--- src/rtl/pcw_mouse_pkg.sv ---
// Shared definitions for the PCW AMX mouse path: packet layout, accumulator range
// and the quantiser used by both this accumulator and the AMX port decoder.
package pcw_mouse_pkg;

    // HPS ps2_mouse packet bit positions
    localparam int unsigned PKT_BTN_L  = 0;
    localparam int unsigned PKT_BTN_R  = 1;
    localparam int unsigned PKT_BTN_M  = 2;
    localparam int unsigned PKT_X_SIGN = 4;
    localparam int unsigned PKT_Y_SIGN = 5;
    localparam int unsigned PKT_X_OVF  = 6;
    localparam int unsigned PKT_Y_OVF  = 7;
    localparam int unsigned PKT_X_LSB  = 8;
    localparam int unsigned PKT_Y_LSB  = 16;
    localparam int unsigned PKT_TOGGLE = 24;
    localparam int unsigned PKT_W      = 25;

    localparam int ACC_MIN = -256;
    localparam int ACC_MAX = 255;

    localparam logic signed [11:0] SAT_LO = 12'(ACC_MIN);
    localparam logic signed [11:0] SAT_HI = 12'(ACC_MAX);

    // Saturate a 12-bit working sum into the 9-bit accumulator range.
    function automatic logic signed [8:0] sat9(input logic signed [11:0] v);
        if (v < SAT_LO) begin
            return 9'(SAT_LO);
        end else if (v > SAT_HI) begin
            return 9'(SAT_HI);
        end
        return v[8:0];
    endfunction

    // AMX step count: trunc(acc / 8) toward zero, clamped to [-8, +7].
    function automatic logic signed [3:0] amx_quant(input logic signed [8:0] acc);
        logic signed [11:0] ext;
        logic signed [11:0] t;
        ext = {{3{acc[8]}}, acc};
        t   = ext >>> 3;
        // Arithmetic shift floors; bump negatives with a remainder back toward zero.
        if (acc[8] && (acc[2:0] != 3'b000)) begin
            t = t + 12'sd1;
        end
        if (t > 12'sd7) begin
            return 4'sd7;
        end else if (t < -12'sd8) begin
            return -4'sd8;
        end
        return t[3:0];
    endfunction

endpackage

--- src/rtl/pcw_mouse_axis.sv ---
// One movement axis: saturating signed accumulator that adds packet deltas and
// removes exactly the quantised count reported to the AMX decoder on a read.
module pcw_mouse_axis
    import pcw_mouse_pkg::*;
(
    input  logic              clk_sys,
    input  logic              reset_n,
    input  logic              pkt,
    input  logic signed [8:0] d,
    input  logic              rd,
    output logic signed [8:0] acc
);

    logic signed [8:0]  acc_q;
    logic signed [8:0]  acc_d;
    logic signed [3:0]  q;
    logic signed [11:0] sum;

    // Next accumulator: consume the step count the decoder latches now, add any packet.
    always_comb begin
        q   = amx_quant(acc_q);
        sum = {{3{acc_q[8]}}, acc_q};
        if (rd) begin
            sum = sum - {{5{q[3]}}, q, 3'b000};
        end
        if (pkt) begin
            sum = sum + {{3{d[8]}}, d};
        end
        acc_d = sat9(sum);
    end

    // Accumulator register.
    always_ff @(posedge clk_sys or negedge reset_n) begin
        if (!reset_n) begin
            acc_q <= '0;
        end else begin
            acc_q <= acc_d;
        end
    end

    assign acc = acc_q;

endmodule

--- src/rtl/pcw_mouse_accum.sv ---
// PS/2 packet decoder and per-axis movement accumulators feeding the PCW AMX port.
module pcw_mouse_accum
    import pcw_mouse_pkg::*;
#(
    parameter bit INVERT_Y = 1'b1
) (
    input  logic              clk_sys,
    input  logic              reset_n,
    input  logic [24:0]       ps2_mouse,
    input  logic              sel,
    input  logic [1:0]        addr,
    output logic signed [8:0] mouse_x,
    output logic signed [8:0] mouse_y,
    output logic              mouse_left,
    output logic              mouse_middle,
    output logic              mouse_right
);

    localparam logic signed [8:0] D_MIN = 9'sh100;
    localparam logic signed [8:0] D_MAX = 9'sh0ff;

    logic [PKT_W-1:0]  pkt_q;
    logic              tog_q;
    logic              old_sel_q;
    logic [2:0]        btn_q;
    logic              pkt;
    logic              rd;
    logic              rd_x;
    logic              rd_y;
    logic signed [8:0] dx;
    logic signed [8:0] dy_raw;
    logic signed [8:0] dy;
    logic              unused_status_b3;

    assign unused_status_b3 = pkt_q[3];

    function automatic logic signed [8:0] decode_delta(input logic       sign,
                                                       input logic       ovf,
                                                       input logic [7:0] mag);
        if (ovf) begin
            return sign ? D_MIN : D_MAX;
        end
        return {sign, mag};
    endfunction

    // Sample the packet and keep a delayed toggle copy for edge detection.
    always_ff @(posedge clk_sys or negedge reset_n) begin
        if (!reset_n) begin
            pkt_q     <= '0;
            tog_q     <= 1'b0;
            old_sel_q <= 1'b0;
        end else begin
            pkt_q     <= ps2_mouse;
            tog_q     <= pkt_q[PKT_TOGGLE];
            old_sel_q <= sel;
        end
    end

    // Packet strobe, read strobes and decoded deltas.
    always_comb begin
        pkt    = pkt_q[PKT_TOGGLE] ^ tog_q;
        rd     = sel & ~old_sel_q;
        rd_x   = rd & (addr == 2'b01);
        rd_y   = rd & (addr == 2'b00);
        dx     = decode_delta(pkt_q[PKT_X_SIGN], pkt_q[PKT_X_OVF],
                              pkt_q[PKT_X_LSB +: 8]);
        dy_raw = decode_delta(pkt_q[PKT_Y_SIGN], pkt_q[PKT_Y_OVF],
                              pkt_q[PKT_Y_LSB +: 8]);
        dy     = dy_raw;
        if (INVERT_Y) begin
            // -(-256) does not fit in 9 bits; pin it to the positive limit.
            dy = (dy_raw == D_MIN) ? D_MAX : -dy_raw;
        end
    end

    // Button levels follow the most recent packet.
    always_ff @(posedge clk_sys or negedge reset_n) begin
        if (!reset_n) begin
            btn_q <= '0;
        end else if (pkt) begin
            btn_q <= {pkt_q[PKT_BTN_L], pkt_q[PKT_BTN_M], pkt_q[PKT_BTN_R]};
        end
    end

    pcw_mouse_axis u_axis_x (
        .clk_sys (clk_sys),
        .reset_n (reset_n),
        .pkt     (pkt),
        .d       (dx),
        .rd      (rd_x),
        .acc     (mouse_x)
    );

    pcw_mouse_axis u_axis_y (
        .clk_sys (clk_sys),
        .reset_n (reset_n),
        .pkt     (pkt),
        .d       (dy),
        .rd      (rd_y),
        .acc     (mouse_y)
    );

    assign mouse_left   = btn_q[2];
    assign mouse_middle = btn_q[1];
    assign mouse_right  = btn_q[0];

endmodule

--- config.mk ---
export PLATFORM = sky130hd
export DESIGN_NAME = pcw_mouse_accum
export DESIGN_NICKNAME = d
export VERILOG_FILES = /design/src/rtl/pcw_mouse_pkg.sv /design/src/rtl/pcw_mouse_axis.sv /design/src/rtl/pcw_mouse_accum.sv
export SDC_FILE = /design/constraint.sdc
export NUM_CORES = 1
export LEC_CHECK = 0
export ABC_AREA = 1
export CORE_UTILIZATION = 51
export DETAILED_ROUTE_END_ITERATION = 6
export PLACE_DENSITY = 0.87
export SLEW_MARGIN = 15
export SYNTH_ARGS = -nofsm -noshare
export SYNTH_HDL_FRONTEND = slang
export SYNTH_SLANG_ARGS = --single-unit
--- constraint.sdc ---
create_clock -name clk_sys -period 4.1 [get_ports clk_sys]
set_input_delay 0.82 -clock clk_sys [delete_from_list [all_inputs] [get_ports clk_sys]]
set_output_delay 0.82 -clock clk_sys [all_outputs]
set_load 0.1 [all_outputs]
==> results of run 1 <==
## routing by layer
| layer | vias to the layer above | global-route usage (%) | share of wire [%] |
|---|---|---|---|
| met3 | 87 | 4.617 | 5.7 |
| met2 | 237 | 57.34 | 52 |
| li1 | 2022 | - | - |
| met5 | - | 0 | 0 |
| met4 | 0 | 15.98 | 6.1 |
| met1 | 2117 | 32.86 | 36 |
## flip-flops by register name, summed over array words and instances, names as in the netlist
register / cells
pkt_q: 24
old_sel_q: 1
u_axis_y.acc: 9
btn_q: 3
u_axis_x.acc: 9
tog_q: 1
## cells in the final DEF (no fill, tap or decap), types with 4 or more instances in the layout
cell type        instances
clkdlybuf4s50_1         48
o21ai_1                  6
xor2_1                  10
xor2_2                   4
dfrtp_1                 29
clkbuf_8                 5
o21ai_0                 28
nand3_1                 24
nand2_1                122
dfrtp_2                  5
buf_6                    7
nand4_1                  7
inv_1                   67
nand2_2                 22
ha_4                     5
o21a_1                   8
nand2_4                  8
dfrtp_4                 13
buf_4                   67
ha_1                    21
o21ai_2                  7
inv_2                   11
nor2_1                  32
a21oi_2                 12
nand3_2                  7
nor2_4                   6
a21oi_1                 22
## synthesized netlist by cell type, drive strengths merged (7+ instances only)
master	count	area [um2]
nand2	152	590.6
inv	80	300.3
dfrtp	47	1176
nor2	41	161.4
o21ai	41	212.7
a21oi	37	185.2
nand3	31	165.2
ha	29	362.9
xor2	15	131.4
o21a	8	60.06
nand4	7	43.79
nor3	7	73.82
## area by class of cell
class / instances / share of cell area (%)
Clock inverter: 3 / 0.8387
Tap cell: 99 / 2.185
Sequential cell: 47 / 21.72
Inverter: 80 / 5.385
Timing Repair Buffer: 122 / 18.74
Clock buffer: 5 / 1.214
Multi-Input combinational cell: 409 / 49.92
## timing repair
action | 4_1_cts | 5_1_grt
pin swaps | 50 | 42
hold endpoints to repair | 0 | 0
hold buffers | 0 | 0
endpoints found under the setup margin | 17 | 18
buffers inserted | 9 | 12
gates resized for setup | 62 | 60
## stage by stage
step           TNS, ns  cells  utilization, %
2_1_floorplan        0    543               -
3_3_place_gp    -1.163    736           67.23
3_5_place_dp    -4.098    736           67.23
4_1_cts         -1.530    753           73.28
5_1_grt         -11.23    765           77.75
6_report        -7.098    765           77.75
## worst max-delay path, delay by kind of cell (launching register included)
kind	cells	cell delay, ns
AOI/OAI and AO/OA	6	0.63
and+or+nand+nor	21	1.80
DFF	1	0.50
xor gates and xnor gates	1	0.22
adders and majority gates	3	0.91
buffers and inverters	3	0.32
## how the worst max path moves through the flow
stage,startpoint,end,slack (ns),depth (start not counted)
6_report,u_axis_y.acc[1],u_axis_y.acc[7],-0.44,34
5_1_grt,u_axis_y.acc[1],u_axis_y.acc[6],-0.80,34
4_1_cts,u_axis_y.acc[1],u_axis_y.acc[3],-0.13,32
3_5_place_dp,u_axis_x.acc[1],u_axis_x.acc[1],-0.31,27
3_3_place_gp,u_axis_x.acc[1],u_axis_x.acc[4],-0.14,27
2_1_floorplan,u_axis_x.acc[4],u_axis_x.acc[5],0.004,27
## cells by family after synthesis
family | after synthesis | synth area share [%]
simple gates | 247 | 28.53
compound gates | 111 | 16.80
buf+inv | 87 | 8.544
flops | 47 | 30.54
fa+ha+maj | 33 | 11.50
xor+xnor | 18 | 4.094
==> metrics.csv, run 1 <==
metric,value,unit
insertion_delay,0.31,ns
design.die.area,7903,um2
multiInputGateArea,2830,um2
r2r-start,u_axis_y.acc[1],
avgSynthCellArea,7.092,um2
synth-seq-cells,47,
ys_seq_area_share,30.54,%
fin_skew,0.006864,ns
yosys_most_used_dff,dfrtp_1,
synth_edf_count,0,
path_class,register to register,
setup-violations-final,18,
io-pin-count,51,
hp-class,register to register,
grtUsageTotal,30.46,%
min_period_over_period,110.8,%
stdcell_area,5669,um2
die_w,88.90,um
wl,13.07,mm
worstRegToRegCells,34,
grt_pass1_wl,18.55,mm
start_kind,register,
min-delay-start,pkt_q[24],
hold_violations,0,
viasPerCell,5.834,
violations,negative setup slack,
synthesis.area,3851,um2
clk_path_buf_depth,2,
drive_gt1_share,32.13,%
cts_tree,yes,
firstDrtPassIters,5,
crit_arrival,4.74,ns
maxCapViolCount,0,
status,"complete, but fails checks",
r2r_end,u_axis_y.acc[7],
worst_pin_slew,1.024,ns
r2r_setup_slack,-0.44,ns
fin_crit,4.544,ns
finalMaxSlewViolations,0,
yosysUniqueCellTypes,43,
fin_nets,728,
place_ws,-0.3110,ns
max_freq,220.1,MHz
start_util,52.81,%
port-buffer-count,49,
nFillCells,468,
grt_max_degree,48,
synth_cells,543,
gp_congestion,0.8676,
dp_hpwl,7.620,mm
ys_warn_count,0,
ff_latch_area,1231,um2
holdPathStages,0,
antenna_found_initial,0,
holdWs,0.4087,ns
crit_fanout,8,
syn_to_final_growth,47.21,%
cts_sinks,47,
vias,4463,
relSlewSlack,31.53,%
drc_errors,0,
h-tree-depth,2,
overflow,0,
crit_path_frequent_cell,nand2_1,
drtIter0Drc,423,
design.core.area,7292,um2
async_reset_ff_share,100.0,%
antennaDiodeCount,0,
syn_nets,606,
crit_slowest_cell,dfrtp_4,
place_area,4902,um2
wl_per_cell,17.08,um
die_y,88.90,um
layout_setup_ws,-0.4437,ns
cts_inserted_buffers,5,
num_rows,31,
critPathRequiredTime,4.30,ns
hold_end,tog_q,
path_clk_slew,0.10,ns
cts_root_buf,clkbuf_8,
grt_pass1_vias,4146,
antenna_left,0,
cp-end-kind,register,
rsz0062_at_grt,true,
slowest_delay,0.50,ns
Power of run 1 is not shown: default switching activity piles up to over one toggle a cycle in this logic, so the estimate is an artifact.
==> run 2: changes to the inputs <==
==> constraint.sdc (replaced) <==
create_clock -name clk_sys -period 4 [get_ports clk_sys]
set_input_delay 0.8 -clock clk_sys [delete_from_list [all_inputs] [get_ports clk_sys]]
set_output_delay 0.8 -clock clk_sys [all_outputs]
set_load 0.1 [all_outputs]
==> metrics.csv, run 2 (synthesis results as in run 1) <==
metric,value,unit,change
fin_nets,729,,was 728
min-delay-start,pkt_q[24],,unchanged
use_met1,33.53,%,was 32.86%
min_period_over_period,110.9,%,was 110.8%
num_rows,31,,unchanged
grt_max_degree,48,,unchanged
crit_path_frequent_cell,nand2_1,,unchanged
drtIter0Drc,260,,was 423
top_register,pkt_q,,unchanged
use_met3,3.509,%,was 4.617%
die_y,88.90,um,unchanged
final_common_cell,nand2_1,,unchanged
hp-class,register to register,,unchanged
max_freq,225.4,MHz,was 220.1 MHz
largest_reg_flops,24,,unchanged
insertion_delay,0.31,ns,about the same
r2r_end,u_axis_y.acc[7],,unchanged
grt.busiest_layer,met2,,unchanged
cts_sinks,47,,unchanged
place_inst,744,,was 736
final_core_util,77.73,%,was 77.75%
fin_crit,4.438,ns,was 4.544 ns
viasPerCell,5.505,,was 5.834
start_kind,register,,unchanged
clk_path_buf_depth,2,,unchanged
path_clk_slew,0.10,ns,about the same
design.die.area,7903,um2,unchanged
antenna_left,0,,unchanged
port-buffer-count,49,,unchanged
hold_violations,0,,unchanged
design.core.area,7292,um2,unchanged
hold_buffers,0,,unchanged
antennaDiodeCount,0,,unchanged
io-pin-count,51,,unchanged
hold_end,tog_q,,unchanged
r2r_setup_slack,-0.44,ns,about the same
grt_pass1_vias,3941,,was 4146
place_ws,-0.3146,ns,was -0.3110 ns
r2r-start,u_axis_y.acc[1],,unchanged
die_w,88.90,um,unchanged
use_met2,47.48,%,was 57.34%
finalMaxSlewViolations,0,,unchanged
crit_slowest_cell,dfrtp_4,,unchanged
crit_arrival,4.63,ns,was 4.74 ns
holdPathStages,0,,unchanged
stdcell_count,766,,was 765
path_class,register to register,,unchanged
grt_pass1_wl,16.76,mm,was 18.55 mm
fin_skew,0.007614,ns,was 0.006864 ns
worst_pin_slew,0.9780,ns,was 1.024 ns
gp_congestion,0.9182,,was 0.8676
drive_gt1_share,31.93,%,was 32.13%
worstRegToRegCells,33,,was 34
holdWs,0.4195,ns,was 0.4087 ns
antenna_found_initial,0,,unchanged
critPathRequiredTime,4.19,ns,was 4.30 ns
grtUsageTotal,27.08,%,was 30.46%
setup-violations-final,17,,was 18
cts_inserted_buffers,5,,unchanged
syn_to_final_growth,47.17,%,was 47.21%
layout_setup_ws,-0.4375,ns,was -0.4437 ns
overflow,0,,unchanged
most-common-layout-cells,"nand2_1, buf_4, inv_1",,"was nand2_1, inv_1, buf_4"
firstDrtPassIters,6,,was 5
violations,negative setup slack,,unchanged
relSlewSlack,34.60,%,was 31.53%
crit_fanout,8,,unchanged
wl_per_cell,15.15,um,was 17.08 um
cts_tree,yes,,unchanged
slowest_delay,0.51,ns,was 0.50 ns
maxCapViolCount,0,,unchanged
rsz0062_at_grt,true,,unchanged
h-tree-depth,2,,unchanged
start_util,52.81,%,unchanged
status,"complete, but fails checks",,unchanged
dp_hpwl,7.402,mm,was 7.620 mm
cp-end-kind,register,,unchanged
cts_root_buf,clkbuf_8,,unchanged
vias,4217,,was 4463
drc_errors,0,,unchanged
wl,11.61,mm,was 13.07 mm
run 2: cell type report:
| cell class | count | area (um2) |
|---|---|---|
| tap | 99 | 123.9 |
| clock buffer | 5 | 68.82 |
| timing repair buffer | 123 | 1076 |
| multi-input combinational | 409 | 2806 |
| fill | 452 | 1624 |
| sequential | 47 | 1244 |
| inverter | 80 | 302.8 |
| clock inverter | 3 | 46.29 |
run 2: per-stage QoR:
step / setup TNS [ns] / instance area [um2]
after floorplan: -0.4143 / 3981
after global placement: -2.090 / 5006
after detailed placement: -3.930 / 5006
after CTS: -2.820 / 5349
after global routing: -9.333 / 5668
final: -5.429 / 5668
run 2: how the worst max path moves through the flow:
stage,start,endpoint,slack [ns],cells after the start
after CTS,u_axis_y.acc[2],u_axis_y.acc[4],-0.29,32
after global placement,u_axis_y.acc[1],u_axis_y.acc[0],-0.17,31
after floorplan,u_axis_y.acc[1],u_axis_y.acc[1],-0.06,30
after global routing,u_axis_y.acc[1],u_axis_y.acc[7],-0.67,33
after detailed placement,u_axis_y.acc[1],u_axis_y.acc[7],-0.31,32
final,u_axis_y.acc[1],u_axis_y.acc[7],-0.44,33
run 2: metal layers:
layer  part of all wire [%]  up-vias  wire length [um]
met1                     41     1997              4795
met5                      0        -                 0
met3                    5.3       36               616
li1                       -     2012                 -
met4                    3.1        0               360
met2                     50      172              5836
run 2: critical path: cells and delay by family, from the launching register on:
kind                     cells  cell delay [ns]
flip-flops                   1             0.51
buffers and inverters        3             0.25
adder cells (fa/ha/maj)      3             0.86
AO/OA/AOI/OAI                6             0.67
AND/OR/NAND/NOR             20             1.84
XOR/XNOR                     1             0.17
run 2: timing repair:
action,4_1_cts,5_1_grt
buffers inserted,8,6
endpoints found under the setup margin,18,18
pin swaps,44,48
resized for setup,45,61
Power of run 2 is left out for the same reason.
